`src/rtl/culsans_sim_ctrl.sv`:
```
// culsans_sim_ctrl
//   Simulation controller for multi-hart Culsans top-levels. Holds the cores in
//   reset for a fixed number of cycles, derives the RTC tick from the system
//   clock, latches per-hart exit words and produces a sticky done/pass verdict.
//   An optional watchdog ends a run that never exits.
//
//   Ports
//     clk_i      system clock
//     rst        asynchronous active-low reset
//     exit_i     per-hart exit words, hart h at [h*ExitWidth +: ExitWidth]
//                (bit0 = done, upper bits = return code)
//     rst_no     core reset, active-low, registered
//     rtc_o      real-time clock, 50% duty, period RtcDiv clk cycles
//     done_o     run finished (sticky until rst)
//     pass_o     verdict, meaningful while done_o is high
//     timeout_o  watchdog expired (sticky)
//     code_o     first nonzero latched return code (lowest hart), else 0
//     hart_o     hart index of code_o, NumHarts when no nonzero code
//     exited_o   per-hart latched-exit flags
//     cycles_o   clk cycles spent in RUN, saturating
//
//   state   | meaning
//   --------+---------------------------------------------------------------
//   S_RESET | core reset held low, counting ResetCycles edges
//   S_RUN   | cores running, exits latched, cycle counter and watchdog active
//   S_DONE  | verdict frozen until rst
`timescale 1ns/1ps

module culsans_sim_ctrl #(
   parameter int unsigned NumHarts      = 2,
   parameter int unsigned ExitWidth     = 32,
   parameter int unsigned ResetCycles   = 4,
   parameter int unsigned RtcDiv        = 3052,
   parameter int unsigned TimeoutCycles = 0,
   parameter bit          WaitAll       = 1'b1
) (
   input  logic                          clk_i,
   input  logic                          rst,
   input  logic [NumHarts*ExitWidth-1:0] exit_i,
   output logic                          rst_no,
   output logic                          rtc_o,
   output logic                          done_o,
   output logic                          pass_o,
   output logic                          timeout_o,
   output logic [ExitWidth-2:0]          code_o,
   output logic [$clog2(NumHarts):0]     hart_o,
   output logic [NumHarts-1:0]           exited_o,
   output logic [63:0]                   cycles_o
);

   localparam int unsigned HartW   = $clog2(NumHarts) + 1;
   localparam int unsigned RstCntW = (ResetCycles > 1) ? $clog2(ResetCycles) : 1;
   localparam int unsigned RtcHalf = RtcDiv / 2;
   localparam int unsigned RtcCntW = (RtcHalf > 1) ? $clog2(RtcHalf) : 1;

   typedef enum logic [1:0] {
      S_RESET = 2'd0,
      S_RUN   = 2'd1,
      S_DONE  = 2'd2
   } state_t;

   state_t               state;
   logic [RstCntW-1:0]   rst_cnt;
   logic [RtcCntW-1:0]   rtc_cnt;
   logic [ExitWidth-2:0] code_q [NumHarts];

   logic [NumHarts-1:0]  exit_vld;
   logic [ExitWidth-2:0] exit_code [NumHarts];
   logic [NumHarts-1:0]  new_exit;
   logic [NumHarts-1:0]  exited_next;
   logic                 exit_done;
   logic                 wdog_hit;
   logic [63:0]          cycles_inc;
   logic                 any_bad;

   always_comb begin
      exit_vld = '0;
      for (int h = 0; h < NumHarts; h++) begin
         exit_vld[h]  = exit_i[h*ExitWidth];
         exit_code[h] = exit_i[h*ExitWidth+1 +: ExitWidth-1];
      end
      // only the first exit of each hart is captured
      new_exit    = exit_vld & ~exited_o;
      exited_next = exited_o | new_exit;
      exit_done   = WaitAll ? (&exited_next) : (|exited_next);
      wdog_hit    = (TimeoutCycles != 0) && (cycles_o == (64'(TimeoutCycles) - 64'd1));
      cycles_inc  = (&cycles_o) ? cycles_o : cycles_o + 64'd1;
   end

   // Descending scan so the lowest failing hart ends up reported.
   always_comb begin
      code_o  = '0;
      hart_o  = HartW'(NumHarts);
      any_bad = 1'b0;
      for (int h = NumHarts - 1; h >= 0; h--) begin
         if (exited_o[h] && (code_q[h] != '0)) begin
            code_o  = code_q[h];
            hart_o  = HartW'(h);
            any_bad = 1'b1;
         end
      end
      pass_o = done_o && !timeout_o && !any_bad;
   end

   always_ff @(posedge clk_i or negedge rst) begin
      if (!rst) begin
         state     <= S_RESET;
         rst_cnt   <= RstCntW'(ResetCycles - 1);
         rst_no    <= 1'b0;
         done_o    <= 1'b0;
         timeout_o <= 1'b0;
         exited_o  <= '0;
         cycles_o  <= '0;
         for (int h = 0; h < NumHarts; h++) begin
            code_q[h] <= '0;
         end
      end else begin
         case (state)
            S_RESET: begin
               if (rst_cnt == '0) begin
                  state  <= S_RUN;
                  rst_no <= 1'b1;
               end else begin
                  rst_cnt <= rst_cnt - 1'b1;
               end
            end
            S_RUN: begin
               cycles_o <= cycles_inc;
               exited_o <= exited_next;
               for (int h = 0; h < NumHarts; h++) begin
                  if (new_exit[h]) begin
                     code_q[h] <= exit_code[h];
                  end
               end
               // an exit completing on the watchdog edge takes priority
               if (exit_done) begin
                  state  <= S_DONE;
                  done_o <= 1'b1;
               end else if (wdog_hit) begin
                  state     <= S_DONE;
                  done_o    <= 1'b1;
                  timeout_o <= 1'b1;
               end
            end
            S_DONE: begin
            end
            default: begin
               state <= S_RESET;
            end
         endcase
      end
   end

   always_ff @(posedge clk_i or negedge rst) begin
      if (!rst) begin
         rtc_cnt <= RtcCntW'(RtcHalf - 1);
         rtc_o   <= 1'b0;
      end else if (rtc_cnt == '0) begin
         rtc_cnt <= RtcCntW'(RtcHalf - 1);
         rtc_o   <= ~rtc_o;
      end else begin
         rtc_cnt <= rtc_cnt - 1'b1;
      end
   end

endmodule

```
`config.mk`:
```
export PLATFORM = sky130hd
export DESIGN_NAME = culsans_sim_ctrl
export DESIGN_NICKNAME = d
export VERILOG_FILES = /design/src/rtl/culsans_sim_ctrl.sv
export SDC_FILE = /design/constraint.sdc
export NUM_CORES = 1
export LEC_CHECK = 0
export CELL_PAD_IN_SITES_DETAIL_PLACEMENT = 2
export CELL_PAD_IN_SITES_GLOBAL_PLACEMENT = 2
export CORE_MARGIN = 2
export CORE_UTILIZATION = 34
export CTS_CLUSTER_DIAMETER = 40
export DETAILED_ROUTE_END_ITERATION = 7
export PLACE_DENSITY_LB_ADDON = 0.15
export SLEW_MARGIN = 20
export SYNTH_ARGS = -nofsm -noshare
export SYNTH_HDL_FRONTEND = slang
export SYNTH_SLANG_ARGS = --single-unit
```
`constraint.sdc`:
```
create_clock -name clk_i -period 7 [get_ports clk_i]
set_clock_uncertainty 0.15 [all_clocks]
set_input_delay 1.4 -clock clk_i [delete_from_list [all_inputs] [get_ports clk_i]]
set_output_delay 1.4 -clock clk_i [all_outputs]
set_load 0.005 [all_outputs]
```
==> results of run 1 <==
## cell families (layout without fill, tap and decap cells)
logic type | count (synthesis) | in the layout | synth area share
simple gates | 227 | 227 | 0.1900
flops | 146 | 146 | 0.5276
xor+xnor | 67 | 67 | 0.08446
mux | 65 | 65 | 0.1052
compound gates | 57 | 57 | 0.06159
buf+inv | 33 | 216 | 0.02341
fa+ha+maj | 4 | 4 | 0.007204
other cells | 1 | 1 | 0.0005397
## state kept, by name, indices dropped and copies added (netlist names)
signal,cells
exited_o,2
done_o,1
rst_no,1
cycles_o,64
state,2
rst_cnt,2
code_q,62
rtc_cnt,11
rtc_o,1
## routing by layer
layer	part of all wire	global-route usage
met5	0	0
met4	0.016	0.06154
met3	0.043	0.05466
met2	0.52	0.4073
met1	0.42	0.2748
## critical path, delay by kind of cell (launching register included)
family                 cells  cell delay, ns
AND/OR/NAND/NOR            3            1.37
AO/OA/AOI/OAI              2            0.75
buffers and inverters      1            0.52
flip-flops                 1            0.41
## per-stage QoR
stage / setup slack [ns] / instance area, um^2 / utilization
6_report: 1.951 / 9564 / 0.4742
5_1_grt: 1.698 / 9564 / 0.4742
4_1_cts: 1.218 / 9554 / 0.4737
3_5_place_dp: 1.731 / 8892 / 0.4409
3_3_place_gp: 2.000 / 8892 / 0.4409
2_1_floorplan: 3.784 / 6948 / -
## cells in the final DEF (no fill, tap or decap), drive strengths merged, types with 6 or more instances in the layout
master and instances:
and3 21, clkbuf 22, clkdlybuf4s50 167, dfrtp 136, nor2 31, nor4 25
xnor2 64, o21ai 11, buf 6, nand2 30, nor3 10, inv 11
dfstp 10, a21oi 6, a22o 31, nand4 54, nand3 30, mux2 64
## area by class of cell
class                      count  share of cell area
inverter                      11            0.004317
clock inverter                10             0.01858
timing repair buffer         173              0.1803
clock buffer                  22             0.05063
multi-input combinational    421              0.3276
tap                          270             0.03532
sequential                   146              0.3833
## cell usage after synthesis (all sizes together), types with 3 or more instances
cell    instances
xnor2          64
nor2           31
mux2           64
nor3           10
ha              4
nand3          30
a22o           31
nand2b          5
buf             7
and2            4
nand2          30
clkbuf         15
xor2            3
nand4          54
and4            3
dfrtp         136
nor4           25
inv            11
o21ai          11
a21oi           6
dfstp          10
and3           21
## final timing paths
kind / from / endpoint / slack (ns)
worst max-delay path: code_q[53] / code_o[4] / 1.95
worst min-delay path: rst_no / rst_no / 0.31
worst max register to register: cycles_o[0] / cycles_o[52] / 3.80
worst min register to register: rst_no / rst_no / 0.31
max in group asynchronous: rst / code_q[1] / 4.63
min in group asynchronous: rst / code_q[4] / 0.81
## power groups by stage
stage                     sequential (mW)  combinational (mW)  clock, mW
after detailed placement             1.27               0.713          0
after global placement               1.26               0.675          0
after global routing                 1.29               0.776       1.08
after floorplan                      1.18               0.377          0
final                                1.26               0.713       1.03
after CTS                            1.26               0.727       1.05
==> flow_metrics.tcl, run 1 <==
set metrics [dict create \
    outcome "completed" \
    yosys_warnings 0 \
    synth_fp_nets 670 \
    power.density_mw_per_mm2 314.1 \
    pin_count 170 \
    hold_viol 0 \
    switching_share 0.2812 \
    gr-total-overflow 0 \
    fillers 2043 \
    synth-edff-count 0 \
    syn_avg_cell_area_um2 11.58 \
    worstHoldPathType "flip-flop to flip-flop" \
    synthDistinctLibCells 51 \
    fin_crit_ns 5.049 \
    postCtsHoldBufs 0 \
    synth.area.top_cells "dfrtp_1 (49%), mux2_2 (10%), xnor2_1 (8.1%), nand4_1 (4.7%), a22o_1 (3.9%)" \
    slowest_delay_ns 0.69 \
    switching_power_mw 0.8448 \
    start_util 0.3445 \
    first_pass_iters 4 \
    vdd_drop_max_mv 0.1520 \
    ant_nets 0 \
    slowest_stage "nor2_4" \
    synth_top_area_frac 0.4898 \
    whs_ns 0.3147 \
    p_leak_nw 3.775 \
    multi_input_area_mm2 0.003133 \
    cts_tree "done" \
    dieWidth_um 147.0 \
    synth.ff_latch_count 146 \
    clk_path_buf_depth 2 \
    cp.required_ns 5.45 \
    dpl.hpwl_um 17110 \
    grt_max_degree 85 \
    hold_depth 1 \
    grt_pass1_wl_um 38200 \
    die_h_um 147.0 \
    setup_tns_ns 0 \
    cts_resized 0 \
    clock_latency_ns 0.42 \
    wl_um 23790 \
    antenna_found_initial 0 \
    cp_cell_sequence "nor4_1 -> nand4_1 -> o21a_2 -> nor2_4 -> a22o_1 -> clkdlybuf4s50_1" \
    post_cts_buffers 0 \
    num_rows 52 \
    place_inst 1021 \
    post_route_cells_drive_above_1_share 0.1762 \
    setup_viol 0 \
    worstMarginPinSlew_ns 1.094 \
    fmax_ghz 0.1981 \
    seq_power_share 0.420 \
    cts_sinks 146 \
    fin_nets 840 \
    crit_arrival_ns 3.50 \
    htreeDepth 4 \
    diodes 0 \
    combPwrFrac 0.237 \
    avgRoutedWirePerCell_um 22.59 \
    grt_pass1_vias 6400 \
    track_usage 0.2276 \
    viasPerCell 5.324 \
    gp_congestion 0.8436 \
    drc 0 \
    clockPowerShare 0.343 \
    r2r.worst_path.cells 7 \
    synthCells 600 \
    dr.first_iter.drc_count 139 \
    ys_seq_area_frac 0.5276 \
    internal_power_mw 2.159 \
    cap_violations 0 \
    ys.flop_type "dfrtp_1" \
    portBuffers 168 \
    critPathCaptureType "output port" \
    cp_max_fo 32 \
    maxSlewHeadroom 0.2704 \
    syn_area_mm2 0.006948 \
    syn_to_final_growth_pct 37.66 \
    yosysTopAreaCell "dfrtp_1" \
    clkTransAtPathRegs_ns 0.06 \
    regArea_mm2 0.003666 \
    slew_viol_final 0 \
    dieArea_mm2 0.02159 \
    rsz0062_at_grt "false" \
    root_buffer "clkbuf_16" \
    cts_made_buffers 17 \
    vias 5606 \
    finalNonFillerCells 1053 \
    criticalPathCategory "flip-flop to output port" \
    worstSetupStartpointType "flip-flop" \
    period_share 0.7213 \
    synthArstFlopShare 1.000 \
    core_area_mm2 0.02017 \
    fin_total_pwr_mw 3.004 \
]
Note: power is estimated with default switching activity, not from simulation.
==> inputs of run 2 (changes only) <==
--- a/config.mk
+++ b/config.mk
@@ -8,7 +8,7 @@
 export CELL_PAD_IN_SITES_DETAIL_PLACEMENT = 2
 export CELL_PAD_IN_SITES_GLOBAL_PLACEMENT = 2
 export CORE_MARGIN = 2
-export CORE_UTILIZATION = 34
+export CORE_UTILIZATION = 32
 export CTS_CLUSTER_DIAMETER = 40
 export DETAILED_ROUTE_END_ITERATION = 7
 export PLACE_DENSITY_LB_ADDON = 0.15
==> constraint.sdc (replaced) <==
create_clock -name clk_i -period 4.9 [get_ports clk_i]
set_clock_uncertainty 0.15 [all_clocks]
set_input_delay 0.98 -clock clk_i [delete_from_list [all_inputs] [get_ports clk_i]]
set_output_delay 0.98 -clock clk_i [all_outputs]
set_load 0.005 [all_outputs]
==> run 2 against run 1 <==
Net effect: routed wire length is 1.8% lower; worst hold slack better by 0.011 ns; worst setup slack worse by 1.3 ns; critical path depth is 1 higher; via count is 0.61% higher; critical endpoint is now code_o[13]; power is 32% higher; register-to-register slack worse by 1.9 ns.
==> flow_metrics.tcl, run 2 (same netlist as run 1, synthesis figures left out) <==
set metrics [dict create \
    fmax_ghz 0.2335 \
    crit_arrival_ns 3.15 \
    core_area_mm2 0.02115 \
    gr-total-overflow 0 \
    drc 0 \
    antenna_found_initial 0 \
    min-delay-start "rtc_o" \
    rsz0062_at_grt "false" \
    die_h_um 151.4 \
    post_route_cells_drive_above_1_share 0.1718 \
    fin_ws_ns 0.6173 \
    first_pass_iters 4 \
    wl_um 23360 \
    finalNonFillerCells 1061 \
    pin_count 170 \
    clkTransAtPathRegs_ns 0.06 \
    cts_made_buffers 17 \
    design_area_mm2 0.009425 \
    dr.first_iter.drc_count 228 \
    r2r_start "cycles_o[24]" \
    maxSlewHeadroom 0.3261 \
    clock_latency_ns 0.42 \
    top_register "cycles_o" \
    crit_path_start "code_q[40]" \
    root_buffer "clkbuf_16" \
    fin_nets 843 \
    slew_viol_final 0 \
    portBuffers 168 \
    grt_max_degree 102 \
    mostFrequentLayoutCells "clkdlybuf4s50_1 (167), dfrtp_1 (136), xnor2_1 (64), mux2_2 (64), nand4_1 (52)" \
    post_dp_cell_area_mm2 0.008921 \
    p_leak_nw 3.713 \
    cp_max_fo 21 \
    clk_path_buf_depth 2 \
    critPathCaptureType "output port" \
    syn_to_final_growth_pct 35.66 \
    outcome "completed" \
    reg.largest.list "cycles_o x64, code_q x62, rtc_cnt x11" \
    place_ws_ns 1.104 \
    power.density_mw_per_mm2 419.3 \
    ant_nets 0 \
    setup_tns_ns 0 \
    vdd_drop_max_mv 0.2410 \
    vias 5640 \
    grt_pass1_wl_um 36690 \
    gp_congestion 0.8123 \
    cts_resized 0 \
    post_cts_buffers 0 \
    num_rows 53 \
    fillers 2163 \
    dpl.hpwl_um 17250 \
    place_inst 1029 \
    avgRoutedWirePerCell_um 22.02 \
    postCtsHoldBufs 0 \
    track_usage 0.2100 \
    cts_sinks 146 \
    diodes 0 \
    criticalPathCategory "flip-flop to output port" \
    start_util 0.3284 \
    layout_commonest_cell "clkdlybuf4s50_1" \
    hold_viol 0 \
    setup_viol 0 \
    dieWidth_um 151.4 \
    fin_crit_ns 4.283 \
    worstSetupStartpointType "flip-flop" \
    largest_reg_flops 64 \
    cts_tree "done" \
    worstHoldPathType "flip-flop to flip-flop" \
    htreeDepth 4 \
    period_share 0.8740 \
    cp.required_ns 3.77 \
    dieArea_mm2 0.02291 \
    grt_pass1_vias 6426 \
    worstMarginPinSlew_ns 1.011 \
    cap_violations 0 \
    viasPerCell 5.316 \
]
run 2: cell count changes in the layout (fill, tap and decap cells not counted), sizes merged:
cell and change:
buf +3, bufinv -5, clkbuf +2, clkinv +3
run 2: stage by stage:
stage	utilization	power [mW]	hold WS (ns)
finish	0.4456	3.952	0.3259
floorplan	-	2.221	0.2861
global route	0.4456	4.171	0.3422
detailed placement	0.4217	2.837	0.3135
CTS	0.4456	4.008	0.3281
global placement	0.4217	2.767	0.3038
run 2: area by class of cell:
cell class	instances	area (um^2)	share of cell area
flip-flops and latches	146	3666	0.3890
multi-input cells	421	3127	0.3317
repair buffers	176	1743	0.1849
clock buffers	24	461.7	0.04898
well taps	275	344.1	0.03651
clock inverters	8	42.54	0.004513
inverters	11	41.29	0.004381
run 2: final timing paths:
path | to | cells past startpoint | slack, ns
max | code_o[13] | 7 | 0.62
min | rtc_o | 1 | 0.33
max reg2reg | cycles_o[1] | 6 | 1.88
min reg2reg | rtc_o | 1 | 0.33
max in group asynchronous | cycles_o[22] | 2 | 3.07
min in group asynchronous | code_q[35] | 1 | 0.53
run 2: power breakdown:
group	internal, mW	total (mW)	switching [mW]
combinational	0.641	1.02	0.377
clock	0.654	1.15	0.493
sequential	1.49	1.79	0.299
total	2.78	3.95	1.17
run 2: routing by layer:
layer  routed length [um]  track usage  vias up
met5                    0            0        -
met4                  471      0.06822        0
met3                  952      0.03404       37
met2                11900       0.3699      155
met1                10040       0.2624     2897
li1                     -            -     2551
run 2: worst max-delay path: stages, from the launching register on:
cell,delay (ns)
dfrtp_1,0.40
nor4_1,0.38
nand4_1,0.22
o21a_1,0.26
nor2_2,0.43
buf_4,0.35
a22o_1,0.20
clkdlybuf4s50_1,0.50
